<file path="config.mk">
export PLATFORM = sky130hd
export DESIGN_NAME = pio_out_pulse
export DESIGN_NICKNAME = d
export VERILOG_FILES = /design/src/rtl/pio_out_pulse.sv
export SDC_FILE = /design/constraint.sdc
export NUM_CORES = 1
export LEC_CHECK = 0
export CORE_AREA = 3 3 104 106
export DETAILED_ROUTE_END_ITERATION = 6
export DIE_AREA = 0 0 107 109
export PLACE_DENSITY = 0.61
export SLEW_MARGIN = 25
export SYNTH_ARGS = -nofsm -noshare
export SYNTH_HDL_FRONTEND = slang
export SYNTH_SLANG_ARGS = --single-unit
</file>
<file path="constraint.sdc">
create_clock -name clk -period 4.6 [get_ports clk]
set_input_delay 0.92 -clock clk [delete_from_list [all_inputs] [get_ports clk]]
set_output_delay 0.92 -clock clk [all_outputs]
set_load 0.05 [all_outputs]
</file>
<file path="src/rtl/pio_out_pulse.sv">
// Avalon-MM output PIO with direct/set/clear/toggle access and a
// hardware-timed auto-clearing pulse engine with maskable completion irq.
module pio_out_pulse #(
  parameter int unsigned            WIDTH           = 8,
  parameter int unsigned            CNT_W           = 16,
  parameter logic [WIDTH-1:0]       RESET_VALUE     = '0,
  parameter logic [CNT_W-1:0]       PULSE_LEN_RESET = CNT_W'(1)
) (
  input  logic             clk,
  input  logic             reset_n,
  input  logic [2:0]       address,
  input  logic             chipselect,
  input  logic             write_n,
  input  logic [31:0]      writedata,
  output logic [31:0]      readdata,
  output logic [WIDTH-1:0] out_port,
  output logic             irq
);

  typedef enum logic [2:0] {
    A_DATA      = 3'd0,
    A_PULSE_LEN = 3'd1,
    A_PULSE     = 3'd2,
    A_STATUS    = 3'd3,
    A_SET       = 3'd4,
    A_CLEAR     = 3'd5,
    A_TOGGLE    = 3'd6,
    A_RSVD      = 3'd7
  } reg_addr_e;

  logic             wr;
  logic [WIDTH-1:0] wd;
  logic             pulse_wr;
  logic             expire;
  logic [CNT_W-1:0] load_len;

  logic [WIDTH-1:0] data_q, data_d;
  logic [WIDTH-1:0] mask_q, mask_d;
  logic [CNT_W-1:0] len_q, len_d;
  logic [CNT_W-1:0] count_q, count_d;
  logic             busy_q, busy_d;
  logic             done_q, done_d;
  logic             irq_en_q, irq_en_d;
  logic             irq_q, irq_d;

  assign wr       = chipselect & ~write_n;
  assign wd       = writedata[WIDTH-1:0];
  assign pulse_wr = wr && (address == A_PULSE) && (wd != '0);
  assign load_len = (len_q == '0) ? CNT_W'(1) : len_q;

  // Next-state: pulse engine first, then the CPU operation on its result,
  // so a SET on the expiry edge wins and a done-clear loses to expiry.
  always_comb begin
    data_d   = data_q;
    mask_d   = mask_q;
    len_d    = len_q;
    count_d  = count_q;
    busy_d   = busy_q;
    done_d   = done_q;
    irq_en_d = irq_en_q;
    expire   = 1'b0;

    if (busy_q && !pulse_wr) begin
      if (count_q == CNT_W'(1)) begin
        expire = 1'b1;
        data_d = data_q & ~mask_q;
        mask_d = '0;
        busy_d = 1'b0;
      end else begin
        count_d = count_q - CNT_W'(1);
      end
    end

    if (wr) begin
      case (address)
        A_DATA:      data_d = wd;
        A_PULSE_LEN: len_d  = writedata[CNT_W-1:0];
        A_PULSE: begin
          if (wd != '0) begin
            data_d  = data_d | wd;
            mask_d  = mask_q | wd;
            count_d = load_len;
            busy_d  = 1'b1;
          end
        end
        A_STATUS: begin
          if (writedata[1]) done_d = 1'b0;
          irq_en_d = writedata[2];
        end
        A_SET:    data_d = data_d | wd;
        A_CLEAR:  data_d = data_d & ~wd;
        A_TOGGLE: data_d = data_d ^ wd;
        default:  ;
      endcase
    end

    if (expire) done_d = 1'b1;

    irq_d = done_q & irq_en_q;
  end

  // State registers with asynchronous active-low reset.
  always_ff @(posedge clk or negedge reset_n) begin
    if (!reset_n) begin
      data_q   <= RESET_VALUE;
      mask_q   <= '0;
      len_q    <= PULSE_LEN_RESET;
      count_q  <= '0;
      busy_q   <= 1'b0;
      done_q   <= 1'b0;
      irq_en_q <= 1'b0;
      irq_q    <= 1'b0;
    end else begin
      data_q   <= data_d;
      mask_q   <= mask_d;
      len_q    <= len_d;
      count_q  <= count_d;
      busy_q   <= busy_d;
      done_q   <= done_d;
      irq_en_q <= irq_en_d;
      irq_q    <= irq_d;
    end
  end

  // Combinational read mux, zero wait states, no side effects.
  always_comb begin
    readdata = '0;
    case (address)
      A_DATA:      readdata[WIDTH-1:0] = data_q;
      A_PULSE_LEN: readdata[CNT_W-1:0] = len_q;
      A_PULSE:     readdata[WIDTH-1:0] = mask_q;
      A_STATUS:    readdata[2:0]       = {irq_en_q, done_q, busy_q};
      default:     readdata = '0;
    endcase
  end

  assign out_port = data_q;
  assign irq      = irq_q;

endmodule

</file>
After elaboration in Yosys (flattened, before gate mapping)
Cells that the tools add are included.

Flip-flop bits (word level): 52. Input bits: 39. Output and inout port bits: 41. Word-level logic and storage cells: 69.

Add/sub/neg operators: 1. Equal/unequal tests: 7. Muxes and demuxes: 30. Bitwise logic cells: 10. Reductions and logical operators: 13.

Operator list (count): 16-bit two-way mux (6); 8-bit two-way mux (10); 8-bit case mux with 5 select lines (1); 8-bit AND (2); 16-bit by 1-bit equality test with 1-bit output, second input constant (1); 16-bit logical NOT (1); 8-bit inverter (2); 8-bit OR (2); 16-bit by 1-bit subtractor with 16-bit output, second input constant (1); 5-bit case mux with 3 select lines (1); 3-bit case mux with 4 select lines (1); 1-bit two-way mux (11); 3-bit equality test, second input constant (3); 8-bit nonzero test (1); 8-bit bitwise XOR (1); 3-bit by 2-bit equality test with 1-bit output, second input constant (2); 2-bit nonzero test (3); 2-bit AND reduction (2); 3-bit by 1-bit equality test with 1-bit output, second input constant (1); 1-bit logical AND (3); 3-bit logical NOT (1); 3-bit AND reduction (1); 1-bit AND (2); 1-bit logical NOT (1); 1-bit inverter (1).

Depth between registers and ports, before layout
Depth after elaboration: 11. Depth in mapped cells: 12. Depth with buffers taken out: 12.

Least setup slack after synthesis
Ideal clock, no wire load.

Path kind: in2out. Start: in address[0]. End: out readdata[3]. Arrival: 2.504 ns. Data required time: 3.680 ns. Slack: 1.176 ns. Stages on the path: 6. Path buffers: 2. Cells stage by stage: clkbuf_1 -> buf_1 -> mux2i_1 -> nor2_1 -> a21oi_1 -> nor2_1.

Longest elaborated chain between the ends: 2. Elaborated cells between the ends (all ways): 4. Those cells by class: 2 x eq/ne; 1 x mux; 1 x reduce/logical.

RTL lines: start: declaration (RTL line 11) `input logic [2:0] address,`; 3-bit by 2-bit equality test with 1-bit output, or another cell as far along (RTL line 128) `case (address)`; 5-bit case mux with 3 select lines (*) (RTL line 128); end: declaration (RTL line 15) `output logic [31:0] readdata,`.

Every way passes the cells marked *; elsewhere a longest branch is shown, timed or not.

Worst setup path after layout
Start: in writedata[2]. End: reg data_q[6] (netlist: out_port[6]).

Longest elaborated chain between the ends: 9. Elaborated cells between the ends (all ways): 11. Those cells by class: 4 x mux; 3 x bitwise; 4 x reduce/logical.

RTL lines: start: declaration (RTL line 14) `input logic [31:0] writedata,`; 8-bit nonzero test (*) (RTL line 48, 79); 1-bit logical AND (RTL line 48) `assign pulse_wr = wr && (address == A_PULSE) && (wd != '0);`; 1-bit logical NOT (RTL line 63) `if (busy_q && !pulse_wr) begin`; 1-bit logical AND (RTL line 63); 8-bit two-way mux (RTL line 63); 8-bit OR (RTL line 80, 90); 8-bit two-way mux (RTL line 79) `if (wd != '0) begin`; 8-bit case mux with 5 select lines (RTL line 75) `case (address)`; 8-bit two-way mux (*) (RTL line 74) `if (wr) begin`; via data_d[6] (RTL line 37) `logic [WIDTH-1:0] data_q, data_d;`; end signal: assignment (RTL line 114) `data_q <= data_d;`; end: declaration (RTL line 37).

The timed path passes the listed nets; every way through them passes the cells marked *. A chain may end at the register's enable or synchronous reset.

==> out/results.ini <==
[outcome]
status = finished clean

[logic_synthesis]
synth-adder-area-share = 0.0655
synth_mux_area_frac = 0.103
synth-xor-area-share = 0.0280
synth_top_family_by_area = simple AND/OR/NAND/NOR gates
async_flop_share = 1.00
synth-edff-count = 0
synth-seq-cells = 52
synth_warnings = 0
synth_area_um2 = 3440
ys_seq_area_frac = 0.379
ys_types = 41
synth_compound_area_frac = 0.142
syn-mean-instance-area_um2 = 9.12
synthFlopType = dfrtp_1
synthCells = 377
synthSimpleGateAreaFrac = 0.191

[critical_path]
setup.worst_path.end_class = flop
startpoint = writedata[2]
critPathLaunchType = primary input
crit_arrival_ns = 4.06
endpoint = out_port[6]$_DFF_PN0_
ff2ff_path_depth = 12
crit_fanout = 9
r2r-end = out_port[6]$_DFF_PN0_
critPathKind = primary input to flop
required_ns = 4.78
r2r-start = count_q[1]$_DFF_PN0_
regToRegSetupSlack_ns = 1.04

[cells_and_area]
fillers = 948
final_nets = 477
fin_util = 0.423
layout-drive-gt1-share = 0.150
finalNonFillerCells = 554
antenna_cells = 0
area_growth_syn_to_layout_pct = 21.5

[die]
die_area_um2 = 11700
die_x_um = 107
die_h_um = 109
initial_core_util = 0.349
ios = 80
core_area_um2 = 9860
num_rows = 36

[timing]
drv_slew = 0
fin_skew_ns = 0.00563
max_slew_margin = 0.491
tightest_slew_ns = 0.762
rsz0062_at_grt = false
hold_slack_ns = 0.489
setup_viol = 0
setup_tns_ns = 0
period_needed_ns = 3.88
fmax_mhz = 258
fin_crit_sh = 0.843
hold_viol = 0

[clock_network]
clk_latency_ns = 0.30
clk_pin_slew_worst_paths_ns = 0.10
cts_resized = 0
post-cts-setup-buffer-count = 0
cts_hold_buffers = 0
cts_tree = done
cts.sinks = 52
cts_root_buf = clkbuf_8
cts_buffers = 5
htree_levels = 2
clk_path_buf_depth = 2

[detailed_routing]
drt.antenna.violating_nets = 0
drc = 0
avgRoutedWirePerCell_um = 16.0
vias = 2904
wirelength_um = 8860
viasPerCell = 5.24
drt-initial-drc-count = 180
firstDrtPassIters = 5

[placement]
place_congestion = 0.819
place_inst = 546
dp_hpwl_um = 6450
portBuffers = 47

[power]
total_power_mw = 1.67
power_density_nw_per_um2 = 399
peakVddDrop_mv = 0.157
power_leakage_nw = 1.84

[grt]
grt_pass1_wl_um = 14800
antenna_found_initial = 0
grt_util_all_layers = 0.159
grt_overflow = 0
grt_pass1_vias = 2822
grt_start_max_net_pins = 41

[hold_path]
min_path_type = primary input to asynchronous set/reset pin

[flow_run]
max_cap_violations = 0

[worst max-delay path, stage by stage]
cell and delay, ns:
clkdlybuf4s50_1 0.53, or4_1 0.62, o2111a_1 0.30, nand3b_1 0.41, o21ai_0 0.46, ha_1 0.22
nor2b_1 0.18, nand2_1 0.06, o21ai_0 0.08, o221ai_1 0.13, o2bb2ai_1 0.14
[routing by layer]
metal  wire [µm]  vias to the layer above  GRT usage
li1            -                     1364          -
met1        4090                     1413      0.227
met2        4260                      112      0.260
met3         403                       15     0.0207
met4          98                        0     0.0356
met5           0                        -          0
[cells in the mapped netlist, drive strengths merged, types with 6 or more instances]
master	n	area, µm²
nor2	25	93.8
and2	10	62.6
nand3	10	50.1
nor3	10	50.1
dfrtp	51	1280
nor2b	9	56.3
o221ai	8	70.1
ha	18	225
o21ai	28	140
o2bb2ai	8	70.1
clkbuf	15	56.3
mux2i	6	60.1
inv	32	120
mux2	20	225
xnor2	11	96.3
a21oi	22	110
buf	20	139
nor4	9	56.3
nand2	31	116
[report_power, final]
part	internal (mW)	total [mW]	switching, mW
sequential	0.593	0.741	0.148
clock	0.121	0.273	0.152
combinational	0.290	0.652	0.362
total	1.00	1.67	0.662
[through the flow]
stage          worst slack, ns  cell area [µm²]
2_1_floorplan             1.18             3490
3_3_place_gp             0.455             4080
3_5_place_dp             0.400             4080
4_1_cts                  0.700             4180
5_1_grt                  0.408             4180
6_report                 0.722             4180
[registers in the layout, summed over array words and instances, names as in the netlist]
register  count
irq_en_q      1
len_q        16
done_q        1
out_port      8
irq           1
mask_q        8
busy_q        1
count_q      16
[cell families after synthesis]
group	Yosys count
multiplexers	29
XOR/XNOR	11
other	1
adder cells (fa/ha/maj)	18
buffers and inverters	67
flip-flops	52
AO/OA/AOI/OAI	76
AND/OR/NAND/NOR	123
[area by class of cell]
class | instances | area [µm²] | share of cell area
Clock buffer | 6 | 82.6 | 0.0198
Clock inverter | 2 | 10.0 | 0.00240
Inverter | 32 | 120 | 0.0288
Multi-Input combinational cell | 273 | 1880 | 0.449
Sequential cell | 52 | 1300 | 0.312
Tap cell | 133 | 166 | 0.0398
Timing Repair Buffer | 56 | 618 | 0.148
[cell usage in the layout (no fill, tap or decap), types with 16 or more instances in the layout]
cell type        count
a21oi_1             22
clkdlybuf4s50_1     30
conb_1              16
nand2_1             31
o21ai_0             28
nor2_1              25
mux2_2              20
ha_1                18
dfrtp_1             51
inv_1               32
[worst min path at each step]
| stage | from | end | slack, ns | depth (start not counted) |
|---|---|---|---|---|
| floorplan | irq_en_q$_DFFE_PN0P_ | irq_en_q$_DFFE_PN0P_ | 0.46 | 2 |
| global placement | irq_en_q$_DFFE_PN0P_ | irq_en_q$_DFFE_PN0P_ | 0.49 | 2 |
| detailed placement | irq_en_q$_DFFE_PN0P_ | irq_en_q$_DFFE_PN0P_ | 0.50 | 2 |
| CTS | reset_n | len_q[12]$_DFFE_PN0P_ | 0.49 | 1 |
| global route | reset_n | len_q[14]$_DFFE_PN0P_ | 0.51 | 1 |
| finish | reset_n | len_q[10]$_DFFE_PN0P_ | 0.49 | 1 |
No activity file was read; power rests on OpenSTA's default activity.
